[config.mk]
export PLATFORM = sky130hd
export DESIGN_NAME = mem_access_unit
export DESIGN_NICKNAME = d
export VERILOG_FILES = /design/src/rtl/mem_access_unit.sv
export SDC_FILE = /design/constraint.sdc
export NUM_CORES = 1
export LEC_CHECK = 0
export CAP_MARGIN = 15
export CORE_ASPECT_RATIO = 1.2
export CORE_MARGIN = 3
export CORE_UTILIZATION = 25
export CTS_BUF_LIST = sky130_fd_sc_hd__clkbuf_4
export DETAILED_ROUTE_END_ITERATION = 8
export PLACE_DENSITY_LB_ADDON = 0.2
export SYNTH_ARGS = -nofsm -noshare
export SYNTH_HDL_FRONTEND = slang
export SYNTH_SLANG_ARGS = --single-unit
export TNS_END_PERCENT = 1
[constraint.sdc]
create_clock -name i_clk -period 5.84 [get_ports i_clk]
set_clock_uncertainty 0.1 [all_clocks]
set_input_delay 1.752 -clock i_clk [delete_from_list [all_inputs] [get_ports i_clk]]
set_output_delay 1.752 -clock i_clk [all_outputs]
set_load 0.03 [all_outputs]
[src/rtl/mem_access_unit.sv]
// Pipeline MEM stage: issues aligned loads/stores to data memory and retires every instruction to writeback.
// Latency: non-memory/misaligned ops retire 1 cycle after capture; memory ops retire 1 cycle after i_dmem_ready.
// Backpressure: o_stall is high for every cycle of a memory access (registered, no path from i_dmem_ready).

package PipelineReg;
  typedef struct packed {
    logic [31:0] pc;
    logic [31:0] ALUOutput;
    logic [31:0] write_reg;
    logic [4:0]  rd;
    logic        RegWrite;
    logic        MemToReg;
    logic        MemRead;
    logic        MemWrite;
    logic [3:0]  mem_type;
  } MEM_STATE;
endpackage

module mem_access_unit (
  input  logic                  i_clk,
  input  logic                  i_reset,
  input  logic                  i_valid,
  input  PipelineReg::MEM_STATE i_mem_state,
  output logic                  o_stall,
  output logic                  o_dmem_req,
  output logic                  o_dmem_we,
  output logic [31:0]           o_dmem_addr,
  output logic [3:0]            o_dmem_be,
  output logic [31:0]           o_dmem_wdata,
  input  logic                  i_dmem_ready,
  input  logic [31:0]           i_dmem_rdata,
  output logic                  o_wb_valid,
  output logic                  o_wb_regwrite,
  output logic [4:0]            o_wb_rd,
  output logic [31:0]           o_wb_data,
  output logic [31:0]           o_wb_pc,
  output logic                  o_misaligned
);

  typedef enum logic {IDLE, ACCESS} state_t;

  localparam logic [1:0] SZ_B = 2'd0;
  localparam logic [1:0] SZ_H = 2'd1;
  localparam logic [1:0] SZ_W = 2'd2;

  state_t state, state_next;
  logic   capture, complete;

  // Decode of the incoming instruction
  logic [1:0]  in_size;
  logic        in_signed;
  logic [1:0]  in_off;
  logic        in_is_mem;
  logic        in_store;
  logic        in_misaligned;
  logic [3:0]  in_be;
  logic [31:0] in_wdata;

  // Fields of the in-flight memory instruction
  logic [31:0] cap_pc;
  logic [31:0] cap_alu;
  logic [4:0]  cap_rd;
  logic        cap_regwrite;
  logic        cap_memtoreg;
  logic        cap_store;
  logic [1:0]  cap_off;
  logic [1:0]  cap_size;
  logic        cap_signed;

  logic [31:0] lane;
  logic [31:0] load_val;

  assign o_stall = (state == ACCESS);

  // Size/sign/lane decode of the presented instruction; unknown mem_type codes act as word
  always_comb begin
    in_size   = SZ_W;
    in_signed = 1'b0;
    case (i_mem_state.mem_type)
      4'b0001: begin in_size = SZ_B; in_signed = 1'b1; end
      4'b0011: begin in_size = SZ_H; in_signed = 1'b1; end
      4'b1000: in_size = SZ_B;
      4'b1100: in_size = SZ_H;
      default: in_size = SZ_W;
    endcase
    in_off        = i_mem_state.ALUOutput[1:0];
    in_is_mem     = i_mem_state.MemRead | i_mem_state.MemWrite;
    in_store      = i_mem_state.MemWrite;
    in_misaligned = in_is_mem &&
                    (((in_size == SZ_H) && in_off[0]) || ((in_size == SZ_W) && (in_off != 2'b00)));
    case (in_size)
      SZ_B:    in_be = 4'b0001 << in_off;
      SZ_H:    in_be = 4'b0011 << in_off;
      default: in_be = 4'b1111;
    endcase
    in_wdata = 32'h0;
    if (in_store) begin
      case (in_size)
        SZ_B:    in_wdata = {4{i_mem_state.write_reg[7:0]}};
        SZ_H:    in_wdata = {2{i_mem_state.write_reg[15:0]}};
        default: in_wdata = i_mem_state.write_reg;
      endcase
    end
  end

  // Extract and extend the addressed lane of the returned load word
  always_comb begin
    lane = i_dmem_rdata >> {cap_off, 3'b000};
    case (cap_size)
      SZ_B:    load_val = cap_signed ? {{24{lane[7]}}, lane[7:0]} : {24'h0, lane[7:0]};
      SZ_H:    load_val = cap_signed ? {{16{lane[15]}}, lane[15:0]} : {16'h0, lane[15:0]};
      default: load_val = lane;
    endcase
  end

  // Next-state logic; capture only in IDLE, so ACCESS ignores new instructions
  always_comb begin
    state_next = state;
    capture    = 1'b0;
    complete   = 1'b0;
    case (state)
      IDLE: begin
        if (i_valid) begin
          capture = 1'b1;
          if (in_is_mem && !in_misaligned) state_next = ACCESS;
        end
      end
      ACCESS: begin
        if (i_dmem_ready) begin
          complete   = 1'b1;
          state_next = IDLE;
        end
      end
      default: state_next = IDLE;
    endcase
  end

  // State register; reset abandons any outstanding access
  always_ff @(posedge i_clk) begin
    if (i_reset) state <= IDLE;
    else         state <= state_next;
  end

  // Memory request, writeback registers and in-flight instruction capture
  always_ff @(posedge i_clk) begin
    if (i_reset) begin
      o_dmem_req    <= 1'b0;
      o_dmem_we     <= 1'b0;
      o_dmem_addr   <= 32'h0;
      o_dmem_be     <= 4'h0;
      o_dmem_wdata  <= 32'h0;
      o_wb_valid    <= 1'b0;
      o_wb_regwrite <= 1'b0;
      o_wb_rd       <= 5'd0;
      o_wb_data     <= 32'h0;
      o_wb_pc       <= 32'h0;
      o_misaligned  <= 1'b0;
      cap_pc        <= 32'h0;
      cap_alu       <= 32'h0;
      cap_rd        <= 5'd0;
      cap_regwrite  <= 1'b0;
      cap_memtoreg  <= 1'b0;
      cap_store     <= 1'b0;
      cap_off       <= 2'b00;
      cap_size      <= SZ_W;
      cap_signed    <= 1'b0;
    end else begin
      o_wb_valid   <= 1'b0;
      o_misaligned <= 1'b0;
      if (capture) begin
        if (!in_is_mem || in_misaligned) begin
          // Retires directly; a dropped misaligned access never writes a register
          o_wb_valid    <= 1'b1;
          o_misaligned  <= in_misaligned;
          o_wb_regwrite <= !in_misaligned && i_mem_state.RegWrite && (i_mem_state.rd != 5'd0);
          o_wb_rd       <= i_mem_state.rd;
          o_wb_data     <= i_mem_state.ALUOutput;
          o_wb_pc       <= i_mem_state.pc;
        end else begin
          o_dmem_req   <= 1'b1;
          o_dmem_we    <= in_store;
          o_dmem_addr  <= {i_mem_state.ALUOutput[31:2], 2'b00};
          o_dmem_be    <= in_be;
          o_dmem_wdata <= in_wdata;
          cap_pc       <= i_mem_state.pc;
          cap_alu      <= i_mem_state.ALUOutput;
          cap_rd       <= i_mem_state.rd;
          cap_regwrite <= i_mem_state.RegWrite;
          cap_memtoreg <= i_mem_state.MemToReg;
          cap_store    <= in_store;
          cap_off      <= in_off;
          cap_size     <= in_size;
          cap_signed   <= in_signed;
        end
      end
      if (complete) begin
        o_dmem_req    <= 1'b0;
        o_wb_valid    <= 1'b1;
        o_wb_regwrite <= !cap_store && cap_regwrite && (cap_rd != 5'd0);
        o_wb_rd       <= cap_rd;
        o_wb_data     <= (!cap_store && cap_memtoreg) ? load_val : cap_alu;
        o_wb_pc       <= cap_pc;
      end
    end
  end

endmodule

==> results of run 1 <==
sequential cells by signal, indices dropped and copies added (netlist names), 2 cells and up:
| register | flops |
|---|---|
| cap_alu | 32 |
| cap_pc | 32 |
| o_dmem_wdata | 32 |
| o_wb_data | 32 |
| o_wb_pc | 32 |
| cap_rd | 5 |
| o_wb_rd | 5 |
| o_dmem_be | 4 |
| cap_size | 2 |
tightest hold or removal path, cell delays in order (launching register included):
cell	delay (ns)
dfxtp_1	0.34
nand2_1	0.05
a21oi_1	0.05
synthesized netlist by cell type, types with 10 or more instances:
library cell	count	share of area, %
nand3b_1	12	1.0
mux2_2	24	3.0
nor2_1	135	5.6
a21oi_1	117	6.5
clkbuf_1	66	2.8
o31ai_1	25	2.1
mux2i_1	16	1.8
nand3_1	25	1.4
nand2_1	254	11
a311oi_1	43	4.2
dfxtp_1	185	41
a311oi_2	20	3.3
o21ai_0	31	1.7
o221ai_1	14	1.4
buf_4	42	3.5
buf_6	14	1.8
buf_2	10	0.56
worst max path at each step:
stage                     depth (start not counted)          end            start  slack (ns)
final                                             7   cap_alu[0]   i_mem_state[0]        1.79
after global placement                            7   cap_alu[0]   i_mem_state[0]        1.17
after detailed placement                          7   cap_alu[0]   i_mem_state[0]        1.17
after CTS                                         7  cap_size[0]   i_mem_state[0]        1.85
after floorplan                                   8  o_wb_pc[16]   i_mem_state[4]        2.52
after global routing                              6   cap_alu[1]  i_mem_state[46]        1.68
cell families after synthesis:
kind of cell	after synthesis
flops	185
xor+xnor	1
compound gates	284
mux	46
simple gates	461
buf+inv	136
other cells	1
cell type report:
type,count,share of cell area [%]
sequential,185,30.6
clock buffer,17,1.05
clock inverter,15,1.31
tap,462,4.77
multi-input combinational,794,37.5
inverter,3,0.0930
antenna,2,0.0413
timing repair buffer,298,24.6
metrics by stage:
step	instance area, µm²	cells	utilization [%]
final	12100	1776	34.4
after global routing	12100	1776	34.4
after CTS	12100	1774	34.4
after detailed placement	11800	1742	33.6
after global placement	11800	1742	33.6
after floorplan	8980	1115	-
power by group through the flow:
stage	registers, mW	logic (mW)	clock network (mW)
finish	1.40	0.786	0.749
detailed placement	1.43	0.794	0
global placement	1.43	0.791	0
global route	1.42	0.848	0.845
floorplan	1.54	0.352	0
CTS	1.41	0.796	0.793
layer usage:
layer / vias up / global-route usage [%] / part of all wire [%]
li1: 4217 / - / -
met3: 34 / 5.60 / 7.9
met1: 4026 / 20.8 / 41
met4: 2 / 5.51 / 2.3
met2: 279 / 29.2 / 49
met5: - / 0 / 0.060
cells in the final DEF (no fill, tap or decap), drive strengths merged, types with 8 or more instances in the layout:
cell type / n
nor2: 135
a31oi: 9
mux2i: 16
buf: 14
clkbuf: 17
o221ai: 14
nand3: 25
inv: 10
dfxtp: 185
a21oi: 117
a311oi: 63
nand2: 254
nand3b: 12
clkdlybuf4s50: 284
o21ai: 33
a22oi: 8
mux2: 24
o31ai: 25
and2: 9
==> key figures, run 1 <==
Floorplan
  – Die ar.: 0.0382 mm²
  – Starting Density: 25.5%
  – Rows: 75
  – IO Count: 288
  – Die W: 179 µm
  – Die Y: 214 µm
  – Total core area: 0.0352 mm²

Logic synthesis
  – Register area share after synthesis: 41.2%
  – Adder-Cell Fraction of Synth Area: 0%
  – Netlist cell types: 49
  – Yosys warns: 0
  – Xor-xnor portion of the synthesized cell area: 0.0975%
  – Main combinational cell family by area after synthesis: compound AO/OA/AOI/OAI gates
  – Synth Register Bits: 185
  – Mapped Avg Cell Area: 8.06 µm²
  – Multiplexer share of the synthesized area: 6.30%
  – Post-synthesis compound-gate area fraction: 22.3%
  – Post-Syn Area: 0.00898 mm²
  – Synth Area in Simple Gates: 21.2%
  – Ys flop type: dfxtp_1
  – Post-Syn Instances: 1114
  – Post-synth EDFFs: 0
  – Async S/R FF share, synth: 0%

Worst hold path
  – Hold EP: o_dmem_wdata[23]
  – Worst hold stages: 2
  – Hold path startpoint: o_dmem_wdata[23]
  – Worst hold-check path type: reg2reg

Global routing
  – Largest net degree at the start of global routing: 133
  – Total gr overflow: 0
  – Initial antenna violation count: 3
  – First-pass GRT wire length: 50.7 mm
  – Vias in the first global route: 8276
  – Global Route Usage Sum: 17.3%

Timing
  – Least-Margin Pin Slew: 1.13 ns
  – Final max-slew violation count: 0
  – Final setup violation count: 0
  – Tcrit/Tclk final: 69.3%
  – RSZ-0062 raised after global routing: no
  – Setup TNS: 0 ns
  – Relative slew slack: 24.4%
  – Final min period: 4.05 ns
  – Max frequency: 247 MHz
  – Hold slack: 0.364 ns
  – Setup slack after layout: 1.79 ns
  – Hold Vio Cnt, Final: 0

Pwr
  – Total power: 2.94 mW
  – Worst VDD drop: 0.121 mV
  – P per Cell Area: 243 mW/mm²
  – Pint: 1.91 mW
  – Sw power: 1.03 mW
  – Comb pwr share: 26.7%
  – Leak: 4.01 nW
  – Switching Share: 35.0%
  – Reg power frac: 47.8%
  – Clock share of power: 25.5%

Worst setup path
  – CP endpoint kind: register
  – Bufs and invs on worst path: 2
  – Crit path launch type: primary input
  – CP max stage delay: 0.54 ns
  – CP max stage cell: clkdlybuf4s50_1
  – Crit Path Class: in2reg
  – Crit-path leading delay family: buffers and inverters
  – Critical Path RT: 6.27 ns
  – Worst-path fanout max: 40
  – Worst R2R Start: cap_alu[1]
  – CP Cell Sequence: clkdlybuf4s50_1 -> or3b_4 -> a21oi_1 -> o21a_4 -> buf_4 -> nand2_1 -> a21oi_1
  – Arrival time at the worst endpoint: 4.47 ns
  – R2R cell count: 5
  – Most numerous cell on the critical path: a21oi_1
  – Reg2reg end: o_wb_data[11]
  – Flop2flop setup slack: 3.07 ns

Drt
  – Antenna Violating Nets Remaining: 0
  – WL per Instance: 18.9 µm
  – DRC errors left: 0
  – Via density: 4.82
  – Vias: 8558
  – WL final: 33.5 mm
  – DR pass1 iterations: 5
  – Iteration-0 DRC Markers: 556

Placement
  – Pre-CTS WS: 1.17 ns
  – Final Wtd Congestion: 0.819
  – HPWL after DPL: 23.0 mm
  – I/O Buffers: 285

Final layout
  – Register Area: 0.00370 mm²
  – Fillers: 3713
  – Total Nets Final: 1444
  – Share of layout cells above drive strength 1: 8.38%
  – Synth-to-layout area growth: 34.8%
  – Multi-input gate area: 0.00455 mm²

Clock network
  – CTS Hold Bufs: 0
  – Cts repair resizes: 0
  – CTS clk-pin slew, worst paths: 0.16 ns
  – Root Buffer: clkbuf_4
  – Clock Sink Count: 185
  – Post-CTS setup buffer count: 0
  – TritonCTS clock tree: built
  – Skew-Pair Late Insertion Delay: 0.61 ns
  – Number of CTS-inserted buffers: 17
  – Maximum buffer depth of the clock tree: 2
  – Htree depth: 4

Outcome
  – Status: finished clean

Flow run
  – Max-cap viol count: 0
Power figures use the tool's default switching activity.
==> run 2: changes to the inputs <==
==> constraint.sdc (replaced) <==
create_clock -name i_clk -period 4.2 [get_ports i_clk]
set_clock_uncertainty 0.1 [all_clocks]
set_input_delay 1.26 -clock i_clk [delete_from_list [all_inputs] [get_ports i_clk]]
set_output_delay 1.26 -clock i_clk [all_outputs]
set_load 0.03 [all_outputs]
==> key figures, run 2 (synthesis gave the netlist of run 1 again) <==
Worst setup path
  – Worst-path fanout max: 5
  – Crit Path Class: reg2out
  – Arrival time at the worst endpoint: 1.96 ns
  – Critical Path RT: 2.84 ns
  – Crit-path leading delay family: buffers and inverters
  – Crit path launch type: register
  – Worst R2R Start: cap_alu[1]
  – R2R cell count: 5
  – Reg2reg end: o_wb_data[11]
  – Flop2flop setup slack: 1.48 ns
  – CP Cell Sequence: clkdlybuf4s50_1
  – CP endpoint kind: output pin
  – Bufs and invs on worst path: 1
  – CP max stage delay: 0.77 ns
  – CP max stage cell: clkdlybuf4s50_1

Floorplan
  – Rows: 75
  – Die Y: 214 µm
  – Die ar.: 0.0382 mm²
  – Die W: 179 µm
  – IO Count: 288
  – Starting Density: 25.5%
  – Total core area: 0.0352 mm²

Placement
  – HPWL after DPL: 23.3 mm
  – Placed Area: 0.0119 mm²
  – I/O Buffers: 285
  – Final Wtd Congestion: 0.779

Pwr
  – Sw power: 1.44 mW
  – Reg power frac: 46.8%
  – Worst VDD drop: 0.182 mV
  – Pint: 2.73 mW
  – Clock share of power: 26.7%
  – P per Cell Area: 341 mW/mm²
  – Switching Share: 34.5%
  – Leak: 4.08 nW
  – Comb pwr share: 26.5%

Final layout
  – Fillers: 3725
  – Most common cell after layout, fill and taps aside: clkdlybuf4s50_1
  – Total Nets Final: 1453
  – Share of layout cells above drive strength 1: 9.01%
  – Register Area: 0.00370 mm²
  – Most frequent cells in the layout: clkdlybuf4s50_1 (284), nand2_1 (253), dfxtp_1 (185)
  – Multi-input gate area: 0.00455 mm²
  – Design area: 0.0122 mm²
  – Synth-to-layout area growth: 36.4%
  – Core Util, Final: 34.8%

Drt
  – WL final: 33.7 mm
  – DRC errors left: 0
  – DR pass1 iterations: 5
  – Via density: 4.80
  – Vias: 8581
  – Antenna Violating Nets Remaining: 0
  – WL per Instance: 18.8 µm
  – Iteration-0 DRC Markers: 550

Timing
  – Tcrit/Tclk final: 79.1%
  – Final setup violation count: 0
  – RSZ-0062 raised after global routing: no
  – Max frequency: 301 MHz
  – Relative slew slack: 37.9%
  – Setup TNS: 0 ns
  – Final min period: 3.32 ns
  – Hold Vio Cnt, Final: 0
  – Final max-slew violation count: 0
  – Least-Margin Pin Slew: 0.930 ns

Flow run
  – Max-cap viol count: 0

Worst hold path
  – Hold path startpoint: cap_pc[16]
  – Worst hold-check path type: reg2reg
  – Hold EP: cap_pc[16]
  – Worst hold stages: 2

Outcome
  – Status: finished clean

Clock network
  – Maximum buffer depth of the clock tree: 2
  – Cts repair resizes: 0
  – Post-CTS setup buffer count: 0
  – CTS Hold Bufs: 0
  – Root Buffer: clkbuf_4
  – Htree depth: 4
  – CTS clk-pin slew, worst paths: 0.19 ns
  – Clock Sink Count: 185
  – TritonCTS clock tree: built
  – Skew-Pair Late Insertion Delay: 0.62 ns
  – Number of CTS-inserted buffers: 17

Global routing
  – Vias in the first global route: 8353
  – Gr busiest metal: met2
  – Initial antenna violation count: 5
  – Global Route Usage Sum: 17.2%
  – Largest net degree at the start of global routing: 95
  – Met1 Use GR: 21.3%
  – Total gr overflow: 0
  – First-pass GRT wire length: 50.4 mm
  – GR Util met3: 5.40%
  – Met2 usage: 28.3%
==> run 2: cell count changes in the layout (fill, tap and decap cells not counted) <==
cell,before,now
inv_6,5,6
inv_8,2,4
bufinv_16,1,2
clkinvlp_4,2,1
clkinv_8,1,0
buf_4,11,16
diode_2,2,4
clkinv_4,3,1
buf_12,2,6
==> run 2: layout make-up <==
cell class,count,area share [%]
Sequential cell,185,30.2
Clock inverter,15,1.46
Multi-Input combinational cell,794,37.1
Inverter,3,0.0919
Tap cell,462,4.72
Clock buffer,17,1.04
Timing Repair Buffer,307,25.3
Antenna cell,4,0.0817
==> run 2: power by group through the flow <==
stage	Sequential [mW]	Combinational, mW	Clock [mW]
after CTS	1.96	1.12	1.17
final	1.95	1.11	1.11
after floorplan	2.14	0.490	0
after detailed placement	1.99	1.12	0
after global routing	1.97	1.19	1.23
after global placement	1.99	1.11	0
==> run 2: worst min-delay path: stages, from the launching register on <==
cell,delay (ns)
dfxtp_1,0.34
nand2_1,0.05
a21oi_1,0.05
==> run 2: worst max-delay path by stage <==
stage / from / end / slack, ns / depth (start not counted)
6_report: cap_store / o_dmem_we / 0.88 / 1
3_5_place_dp: i_mem_state[45] / cap_alu[14] / 0.42 / 7
3_3_place_gp: i_mem_state[45] / cap_alu[1] / 0.51 / 7
4_1_cts: cap_store / o_dmem_we / 0.77 / 1
2_1_floorplan: i_mem_state[4] / o_wb_pc[16] / 1.37 / 8
5_1_grt: cap_store / o_dmem_we / 0.73 / 1
==> run 2: layer usage <==
metal | up-vias | wire length (µm)
met5 | - | 11
met4 | 2 | 825
met3 | 39 | 2720
li1 | 4248 | -
met1 | 4019 | 13900
met2 | 273 | 16300
==> run 2: metrics by stage <==
step,std cells,power [mW],hold WS [ns],worst slack (ns)
final,1787,4.17,0.363,0.877
after global placement,1751,3.10,0.338,0.510
after CTS,1783,4.25,0.367,0.766
after detailed placement,1751,3.11,0.344,0.419
after global routing,1787,4.39,0.387,0.735
after floorplan,1115,2.63,0.337,1.37
==> run 3: changes to the inputs <==
==> constraint.sdc (replaced) <==
create_clock -name i_clk -period 2.9 [get_ports i_clk]
set_clock_uncertainty 0.1 [all_clocks]
set_input_delay 0.87 -clock i_clk [delete_from_list [all_inputs] [get_ports i_clk]]
set_output_delay 0.87 -clock i_clk [all_outputs]
set_load 0.03 [all_outputs]
==> key figures, run 3 (synthesis gave the netlist of run 1 again) <==
Final layout
  – Fillers: 3679
  – Most frequent cells in the layout: clkdlybuf4s50_1 (282), nand2_1 (253), dfxtp_1 (185)
  – Post-Layout Cell Count: 1824
  – Share of layout cells above drive strength 1: 11.3%
  – Most common cell after layout, fill and taps aside: clkdlybuf4s50_1
  – Synth-to-layout area growth: 40.2%
  – Total Nets Final: 1490

Placement
  – Placed insts: 1788
  – I/O Buffers: 285
  – Final Wtd Congestion: 0.842
  – HPWL after DPL: 24.0 mm

Global routing
  – Initial antenna violation count: 6
  – First-pass GRT wire length: 51.1 mm
  – Largest net degree at the start of global routing: 91
  – Vias in the first global route: 8509
  – Global Route Usage Sum: 17.4%
  – Total gr overflow: 0

Worst hold path
  – Worst hold-check path type: reg2reg
  – Hold path startpoint: cap_pc[9]

Drt
  – WL per Instance: 18.5 µm
  – Vias: 8713
  – Antenna Violating Nets Remaining: 0
  – DRC errors left: 0
  – Iteration-0 DRC Markers: 511
  – WL final: 33.8 mm
  – Via density: 4.78
  – DR pass1 iterations: 7

Worst setup path
  – Crit path launch type: register
  – Worst R2R Start: cap_alu[1]
  – CP max stage delay: 0.77 ns
  – CP Cell Sequence: clkdlybuf4s50_1
  – CP endpoint kind: output pin
  – Crit Path Class: reg2out
  – Worst setup startpoint: o_wb_data[0]
  – Bufs and invs on worst path: 1
  – Critical Path RT: 1.93 ns
  – Flop2flop setup slack: 0.74 ns
  – Worst-path fanout max: 2
  – Crit-path leading delay family: buffers and inverters
  – Arrival time at the worst endpoint: 1.75 ns
  – CP max stage cell: clkdlybuf4s50_1

Floorplan
  – Total core area: 0.0352 mm²
  – Die ar.: 0.0382 mm²
  – Rows: 75
  – Die W: 179 µm
  – IO Count: 288
  – Die Y: 214 µm
  – Starting Density: 25.5%

Outcome
  – Status: finished clean

Timing
  – Relative slew slack: 58.1%
  – Final max-slew violation count: 0
  – RSZ-0062 raised after global routing: no
  – Tcrit/Tclk final: 93.9%
  – Final min period: 2.72 ns
  – Final setup violation count: 0
  – Hold slack: 0.365 ns
  – Least-Margin Pin Slew: 0.628 ns
  – Max frequency: 367 MHz
  – Hold Vio Cnt, Final: 0
  – Setup TNS: 0 ns

Clock network
  – Clock Sink Count: 185
  – CTS Hold Bufs: 0
  – CTS clk-pin slew, worst paths: 0.17 ns
  – Root Buffer: clkbuf_4
  – Htree depth: 4
  – Cts repair resizes: 2
  – Skew-Pair Late Insertion Delay: 0.61 ns
  – Number of CTS-inserted buffers: 17
  – Maximum buffer depth of the clock tree: 2
  – Post-CTS setup buffer count: 0
  – TritonCTS clock tree: built

Flow run
  – Max-cap viol count: 0

Pwr
  – Leak: 4.27 nW
  – P per Cell Area: 468 mW/mm²
  – Worst VDD drop: 0.229 mV
-- run 3: power by group --
part / internal, mW / switching (mW) / leakage, nW
registers: 2.72 / 0.106 / 1.51
clock network: 0.353 / 1.02 / 0.116
logic: 0.756 / 0.936 / 2.64
-- run 3: layout make-up --
| type | instances | area (µm²) | area share, % |
|---|---|---|---|
| Multi-Input combinational cell | 794 | 4550 | 36.1 |
| Timing Repair Buffer | 344 | 3490 | 27.8 |
| Tap cell | 462 | 578 | 4.59 |
| Clock buffer | 17 | 128 | 1.01 |
| Antenna cell | 4 | 10.0 | 0.0795 |
| Clock inverter | 15 | 116 | 0.924 |
| Inverter | 3 | 11.3 | 0.0895 |
| Sequential cell | 185 | 3700 | 29.4 |
-- run 3: path summary, 6_finish.rpt --
check / endpoint / cells after the start
worst max register to register: o_wb_data[11] / 6
worst max-delay path: o_wb_data[0] / 1
worst min register to register: cap_pc[9] / 2
worst min-delay path: cap_pc[9] / 2
-- run 3: per-stage QoR --
stage	setup slack (ns)	instance area, µm²	utilization [%]	power, mW
after floorplan	0.458	8980	-	3.81
after global placement	-0.200	12300	35.1	4.58
after detailed placement	-0.243	12300	35.1	4.59
after CTS	0.102	12600	35.7	5.99
after global routing	0.0675	12600	35.8	6.22
final	0.176	12600	35.8	5.89
-- run 3: routing by layer --
metal	share of wire [%]	GRT usage (%)
met3	7.0	4.73
met5	0.038	0
met2	48	28.7
met1	42	21.9
met4	2.5	6.29
-- run 3: tightest hold or removal path: cells and delay by family, from the launching register on --
family / cells / cell delay, ns
flops: 1 / 0.34
simple gates: 1 / 0.05
compound gates: 1 / 0.05
